==> config.mk <==
export PLATFORM = sky130hd
export DESIGN_NAME = icache_fetch_responder
export DESIGN_NICKNAME = d
export VERILOG_FILES = /design/src/rtl/icache_fetch_responder.sv
export SDC_FILE = /design/constraint.sdc
export NUM_CORES = 2
export LEC_CHECK = 0
export BUFFER_PORTS_ARGS = -buffer_cell sky130_fd_sc_hd__buf_2
export CAP_MARGIN = 10
export CELL_PAD_IN_SITES_DETAIL_PLACEMENT = 1
export CELL_PAD_IN_SITES_GLOBAL_PLACEMENT = 1
export CORE_ASPECT_RATIO = 1.2
export CORE_MARGIN = 2
export CORE_UTILIZATION = 55
export DETAILED_ROUTE_END_ITERATION = 6
export PLACE_DENSITY = 0.88
export SYNTH_ARGS = -nofsm -noshare
export SYNTH_HDL_FRONTEND = slang
export SYNTH_SLANG_ARGS = --single-unit
export TNS_END_PERCENT = 10
==> constraint.sdc <==
create_clock -name clk -period 11.97 [get_ports clk]
set_clock_uncertainty 0.1 [all_clocks]
set_input_delay 1.7955 -clock clk [delete_from_list [all_inputs] [get_ports clk]]
set_output_delay 1.7955 -clock clk [all_outputs]
set_load 0.01 [all_outputs]
==> src/rtl/icache_fetch_responder.sv <==
// Direct-mapped, read-only instruction cache with word-serial line refill.
// Optional ICACHE_STATS_EN adds saturating hit/miss counters.
module icache_fetch_responder #(
    parameter int          LINES          = 16,
    parameter int          WORDS_PER_LINE = 4,
    parameter logic [31:0] NOP_WORD       = 32'h0000_0013
) (
    input  logic        clk,
    input  logic        rst_n,
    input  logic [31:0] instruction_address,
    output logic [31:0] instruction_read_data,
    output logic        instruction_valid,
    input  logic        icache_flush,
    output logic        mem_req,
    output logic [31:0] mem_addr,
    input  logic        mem_ack,
    input  logic [31:0] mem_rdata
`ifdef ICACHE_STATS_EN
    ,
    output logic [31:0] hit_count,
    output logic [31:0] miss_count
`endif
);

    localparam int IDX_W = $clog2(LINES);
    localparam int OFF_W = $clog2(WORDS_PER_LINE);
    localparam int TAG_W = 30 - IDX_W - OFF_W;
    localparam logic [OFF_W-1:0] LAST_WORD = OFF_W'(WORDS_PER_LINE - 1);

    typedef enum logic {IDLE, REFILL} state_t;

    state_t           state;
    logic [LINES-1:0] valid_q;
    logic [TAG_W-1:0] tag_q  [LINES];
    logic [31:0]      data_q [LINES][WORDS_PER_LINE];

    logic [IDX_W-1:0] fill_idx;
    logic [TAG_W-1:0] fill_tag;
    logic [OFF_W-1:0] word_cnt;
    logic             pend_flush;

    logic [OFF_W-1:0] addr_off;
    logic [IDX_W-1:0] addr_idx;
    logic [TAG_W-1:0] addr_tag;
    logic             lookup_hit;
    logic             hit;
    logic             word_we;
    logic             refill_last;
    logic             unused_addr_bits;

    assign addr_off         = instruction_address[OFF_W+1:2];
    assign addr_idx         = instruction_address[IDX_W+OFF_W+1:OFF_W+2];
    assign addr_tag         = instruction_address[31:IDX_W+OFF_W+2];
    assign unused_addr_bits = &instruction_address[1:0];

    assign lookup_hit  = valid_q[addr_idx] && (tag_q[addr_idx] == addr_tag);
    // A flush cycle never reports a hit, even for a line that is valid going in.
    assign hit         = (state == IDLE) && lookup_hit && !icache_flush;
    assign word_we     = (state == REFILL) && mem_ack;
    assign refill_last = word_we && (word_cnt == LAST_WORD);

    always_comb begin
        instruction_valid     = hit;
        instruction_read_data = NOP_WORD;
        if (hit) instruction_read_data = data_q[addr_idx][addr_off];
    end

    // NOTE: sequential state uses non-blocking (<=) so every register samples pre-edge values.
    always_ff @(posedge clk or negedge rst_n) begin
        if (!rst_n) begin
            state      <= IDLE;
            valid_q    <= '0;
            fill_idx   <= '0;
            fill_tag   <= '0;
            word_cnt   <= '0;
            pend_flush <= 1'b0;
            mem_req    <= 1'b0;
            mem_addr   <= '0;
        end else begin
            case (state)
                IDLE: begin
                    if (icache_flush) valid_q <= '0;
                    if (!lookup_hit) begin
                        state              <= REFILL;
                        fill_idx           <= addr_idx;
                        fill_tag           <= addr_tag;
                        valid_q[addr_idx]  <= 1'b0;
                        word_cnt           <= '0;
                        pend_flush         <= 1'b0;
                        mem_req            <= 1'b1;
                        mem_addr           <= {addr_tag, addr_idx, {OFF_W{1'b0}}, 2'b00};
                    end
                end
                REFILL: begin
                    if (icache_flush) pend_flush <= 1'b1;
                    if (mem_ack) begin
                        if (word_cnt != LAST_WORD) begin
                            word_cnt <= word_cnt + 1'b1;
                            mem_addr <= mem_addr + 32'd4;
                        end else begin
                            state      <= IDLE;
                            mem_req    <= 1'b0;
                            pend_flush <= 1'b0;
                            // A flush seen at any point of the refill wins over the new line.
                            if (pend_flush || icache_flush) valid_q <= '0;
                            else                            valid_q[fill_idx] <= 1'b1;
                        end
                    end
                end
                default: state <= IDLE;
            endcase
        end
    end

    // NOTE: data and tag arrays are not reset; valid_q alone gates their use.
    always_ff @(posedge clk) begin
        if (word_we)     data_q[fill_idx][word_cnt] <= mem_rdata;
        if (refill_last) tag_q[fill_idx]            <= fill_tag;
    end

`ifdef ICACHE_STATS_EN
    always_ff @(posedge clk or negedge rst_n) begin
        if (!rst_n) begin
            hit_count  <= '0;
            miss_count <= '0;
        end else begin
            if (hit && (hit_count != 32'hFFFF_FFFF))
                hit_count <= hit_count + 32'd1;
            if ((state == IDLE) && !lookup_hit && (miss_count != 32'hFFFF_FFFF))
                miss_count <= miss_count + 32'd1;
        end
    end
`endif

endmodule

Word level (Yosys, flattened, before mapping)
Memory sizes are Yosys's and may differ from the RTL's.
Index checks and enable logic that the tools add are counted.
{"block": "op_classes", "n_addsub": 2, "order_cmp": 7, "eq_ne": 7, "n_mux": 44, "n_bitwise": 7, "n_reduce_logical": 14}
{"op": "2-to-1 mux 32 bit", "count": 7}
{"op": "2-to-1 mux 128 bit", "count": 1}
{"op": "2-to-1 mux 16 bit", "count": 6}
{"op": "binary-select mux 32 bit (select 2 bit)", "count": 1}
{"op": "demux 32 bit (select 2 bit)", "count": 1}
{"op": "one-hot mux 32 bit (2 select lines)", "count": 1}
{"op": "adder 32 x 3 -> 32 bit, second input constant", "count": 1}
{"op": "one-hot mux 16 bit (2 select lines)", "count": 1}
{"op": "== test 24 bit", "count": 1}
{"op": "AND 16 bit", "count": 1}
{"op": "2-to-1 mux 1 bit", "count": 16}
{"op": "NOT 16 bit", "count": 1}
{"op": "bitwise OR 16 bit", "count": 1}
{"op": "< comparator 4 x 5 -> 1 bit, second input constant", "count": 2}
{"op": "demux 1 bit (select 4 bit)", "count": 2}
{"op": "greater-or-equal comparator 4 x 1 -> 1 bit, second input constant", "count": 2}
{"op": "logical AND 1 bit", "count": 8}
{"op": "inequality test 2 bit, second input constant", "count": 4}
{"op": "greater-or-equal comparator 3 bit, second input constant", "count": 2}
{"op": "2-to-1 mux 2 bit", "count": 3}
{"op": "NOT 2 -> 3 bit", "count": 2}
{"op": "one-hot mux 1 bit (2 select lines)", "count": 3}
{"op": "AND reduction 3 bit", "count": 2}
{"op": "binary-select mux 1 bit (select 4 bit)", "count": 1}
{"op": "9 further kinds", "count": 11}
{"block": "totals", "regBits": 81, "mem_bits_rw": 2432, "inputBits": 68, "wordCells": 91, "n_memories": 2}
{"memory": "data_q", "words": 16, "word_bits": 128, "read_ports": 1, "rd_ports_with_merged_regs": 0, "wr": 1, "line_no": "35", "rtl": "logic [31:0] data_q [LINES][WORDS_PER_LINE];"}
{"memory": "tag_q", "words": 16, "word_bits": 24, "read_ports": 1, "rd_ports_with_merged_regs": 0, "wr": 1, "line_no": "34", "rtl": "logic [TAG_W-1:0] tag_q [LINES];"}

Logic depth before layout (Yosys ltp)
{"block": "depth", "ltp_word": 9, "ltp_mapped": 16, "ltp_nobuf": 10}

Worst setup path after synthesis
No wires, ideal clock.
{"block": "synth_timing", "kind": "input to output", "start": "in instruction_address[4]", "end": "out instruction_read_data[12]", "t_arrival_ns": 5.192, "setup_slack_ns": 4.882, "path_stages": 11, "n_path_buf": 7, "path_cell_list": "buf_6 -> buf_6 -> buf_6 -> buf_4 -> buf_2 -> clkbuf_1 -> clkbuf_1 -> mux4_2 -> mux4_2 -> mux4_2 -> and3_1"}
{"block": "synth_between", "elab_chain_len": 6, "elab_cells_between_ends": 12}
{"element": "start: declaration", "line_no": "10", "rtl": "input logic [31:0] instruction_address,"}
{"element": "memory read (16 x 24 bit) / binary-select mux 1 bit (select 4 bit) (equally long branches)"}
{"element": "== test 24 bit / 2-to-1 mux 1 bit (equally long branches)", "line_no": "56", "rtl": "assign lookup_hit = valid_q[addr_idx] && (tag_q[addr_idx] == addr_tag);"}
{"element": "logical AND 1 bit", "line_no": "56"}
{"element": "logical AND 1 bit (2 in series)", "line_no": "58", "rtl": "assign hit = (state == IDLE) && lookup_hit && !icache_flush;"}
{"element": "2-to-1 mux 32 bit (*)", "line_no": "65", "rtl": "if (hit) instruction_read_data = data_q[addr_idx][addr_off];"}
{"element": "end: declaration", "line_no": "11", "rtl": "output logic [31:0] instruction_read_data,"}
Mark *: on every way between the ends. The rest lies on a longest branch, timed or not. The select of a mux whose other input is x is not followed.

Worst setup path in the final report
{"block": "layout_timing", "start": "in instruction_address[4]", "end": "out instruction_read_data[30]"}
Same word-level chain as after synthesis.

==> results.txt <==
outcome: finished, final reports clean
P_int: 0.01490 W
Initial Util: 55.43%
crit path time final: 8.575 ns
crit path max-delay cell type: buf_4
antenna violations before repair: 30
Core ar.: 0.1751 mm2
CP Launch Point: instruction_address[4]
root buf cell: clkbuf_16
Worst-path clk slew: 0.07 ns
Max Clk Rate: 116.6 MHz
DIE AREA: 0.1799 mm2
total CTS buffers: 225
NetSw: 0.005009 W
Yosys reg bits: 2511
largest net degree at the start of global routing: 156
required time of the worst setup path: 10.07 ns
GR Overflow Total: 0
R2R cell count: 4
Slew Limit Fails: 0
CTS resizes: 0
via/cell ratio: 7.331
hold buffers post-CTS: 0
register area share after synthesis: 77.28%
Post CTS Setup Buffer Count: 0
Synth Flop Type: edfxtp_1
I/O Buffers: 129
synth unique cells: 66
H-tree depth: 4
unrepaired setup endpoints after global routing: no
wire per inst: 45.03 um
endpoint class of the critical path: output port
Crit path top cell by count: mux4_2
Detailed Route Iter0 Violations: 7877
CP Class: input pin to output port
area grow syn2layout: 11.75%
final setup fails: 0
# DRC: 0
Die Wd: 387.5 um
Bufs on Longest Clock Path: 3
CP Cell Sequence: buf_8 -> buf_4 -> buf_4 -> mux4_2 -> mux4_2 -> mux4_2 -> and3_1 -> buf_2
Post-Syn Area per Cell: 23.68 um2
Total Nets Final: 4410
first-pass GRT wire length: 426600 um
Worst R2R Setup Slack: 7.30 ns
Slew @ Worst Pin: 1.379 ns
RePlAce Congestion: 0.8300
io pins: 134
global-route usage over all layers: 34.66%
Mapped Cells: 4098
Synthesis Warnings: 0
Clock Latency Late Sink: 0.88 ns
Slew headroom: 7.844%
clk sink count: 2511
Post-Place Cell Area: 0.1010 mm2
critical path arrival: 6.68 ns
final period utilization: 71.64%
PwrDens: 183.6 mW/mm2
DR vias: 50098
number of enable flip-flop cells after synthesis: 2432
CP Launch Type: input pin
Synth async-reset ratio: 3.146%
final instance area: 0.1085 mm2
critical path's largest stage delay: 0.89 ns
worst vdd ir: 0.0001553 V
total wire length: 307800 um
Net Sw Frac: 25.16%
drt pass-1 iters: 6
LEAKAGE: 34.01 nW
DP HPWL: 146300 um
CTS tree: built
vias in the first global route: 52567
Setup TNS Final: 0 ns
Critical R2R Launch: fill_idx[1]$_DFFE_PN0P_
hold-critical path depth: 2
Hold Vio Cnt, Final: 0
hold path startpoint: mem_req$_DFFE_PN0P_
clock share of power: 37.9%
Flop pwr share: 53.1%
max_cap viols: 0
share of cells above drive strength 1: 31.74%
cell count after placement: 6402
DRT antenna net count: 0
Hold Path Sink: mem_req$_DFFE_PN0P_
Placement Rows: 168
HP Class: register to register
worst r2r dst: data_q[14][2]$_DFFE_PP_
Non-Filler Instances: 6834
Post-Syn Area: 0.09706 mm2
logic gate share of total power: 9.0%
CP max FO: 78
Die Ht: 464.2 um
fin util: 61.95%
[state kept, by name (all words and copies together) (netlist names)]
register / flops
data_q: 2048
fill_idx: 4
fill_tag: 24
mem_addr: 30
mem_req: 1
pend_flush: 1
state: 1
tag_q: 384
valid_q: 16
word_cnt: 2
[worst max-delay path by stage]
stage	end	slack, ns	cells after the start
floorplan	instruction_read_data[12]	4.88	11
global placement	instruction_read_data[20]	3.53	8
finish	instruction_read_data[30]	3.39	8
global route	instruction_read_data[28]	3.09	8
CTS	instruction_read_data[30]	3.35	8
detailed placement	instruction_read_data[21]	3.46	8
[critical path: cells and delay by family]
| kind | cells | cell delay [ns] |
|---|---|---|
| muxes | 3 | 1.85 |
| and+or+nand+nor | 1 | 0.25 |
| buffers and inverters | 4 | 2.41 |
[per-layer routing]
| metal | GRT usage [%] | wire, um |
|---|---|---|
| met5 | 0 | 207 |
| met4 | 20.43 | 20850 |
| met3 | 8.230 | 35820 |
| met2 | 57.25 | 154100 |
| met1 | 41.95 | 96810 |
[final cells by class]
class,count,area (um2)
multi-input cells,1343,21480
repair buffers,231,1565
clock buffers,281,5934
inverters,25,101.3
clock inverters,137,1479
flip-flops and latches,2511,75010
fillers,13865,66630
well taps,2295,2872
diodes,11,27.53
[power by group through the flow]
stage | combinational (W) | sequential, W | clock, W
3_5_place_dp | 0.00167 | 0.0107 | 0
5_1_grt | 0.00183 | 0.0106 | 0.00780
4_1_cts | 0.00175 | 0.0106 | 0.00756
6_report | 0.00179 | 0.0106 | 0.00755
2_1_floorplan | 0.000941 | 0.0106 | 0
3_3_place_gp | 0.00156 | 0.0106 | 0
[placed cells by master (no fill, tap or decap), types with 49 or more instances in the layout]
cell type / synthesis / routed
nand2_1: 72 / 72
clkbuf_16: 0 / 228
clkinv_2: 0 / 49
clkbuf_1: 133 / 50
buf_2: 53 / 125
buf_4: 5 / 92
dfrtp_1: 79 / 79
mux4_2: 759 / 759
nor2_4: 0 / 65
edfxtp_1: 2432 / 2432
[cell usage after synthesis (8+ instances only)]
| cell type | n | area, um2 |
|---|---|---|
| nor4_1 | 12 | 75.07 |
| dfrtp_1 | 79 | 1977 |
| and3_1 | 37 | 231.5 |
| nand4_1 | 12 | 75.07 |
| o22ai_1 | 19 | 118.9 |
| buf_2 | 53 | 265.3 |
| mux4_2 | 759 | 17090 |
| a21oi_1 | 23 | 115.1 |
| buf_6 | 10 | 112.6 |
| edfxtp_1 | 2432 | 73030 |
| clkbuf_1 | 133 | 499.2 |
| nand2_1 | 72 | 270.3 |
| nor3_1 | 13 | 65.06 |
| xor2_1 | 21 | 183.9 |
| nor2_1 | 89 | 334.1 |
| nand3_1 | 31 | 155.2 |
| inv_1 | 24 | 90.09 |
| mux2_2 | 31 | 349.1 |
| mux2i_1 | 41 | 410.4 |
| o21ai_0 | 30 | 150.1 |
| xnor2_1 | 27 | 236.5 |
| nor2b_1 | 9 | 56.30 |
| o221a_1 | 8 | 90.09 |
| buf_1 | 18 | 67.56 |
[metrics by stage]
step	setup WS (ns)	hold slack (ns)	power, W
6_report	3.395	0.4505	0.01991
2_1_floorplan	4.882	0.3813	0.01152
4_1_cts	3.355	0.4366	0.01987
3_5_place_dp	3.461	0.4293	0.01239
5_1_grt	3.088	0.4617	0.02023
3_3_place_gp	3.534	0.4038	0.01219
[cell families after synthesis]
group / share of synthesized area (%)
XOR/XNOR: 0.4331
flip-flops: 77.28
adder cells (fa/ha/maj): 0.06445
other: 0.003864
buffers and inverters: 1.129
AND/OR/NAND/NOR: 1.490
AO/OA/AOI/OAI: 1.102
multiplexers: 18.50
Power figures use the tool's default switching activity.
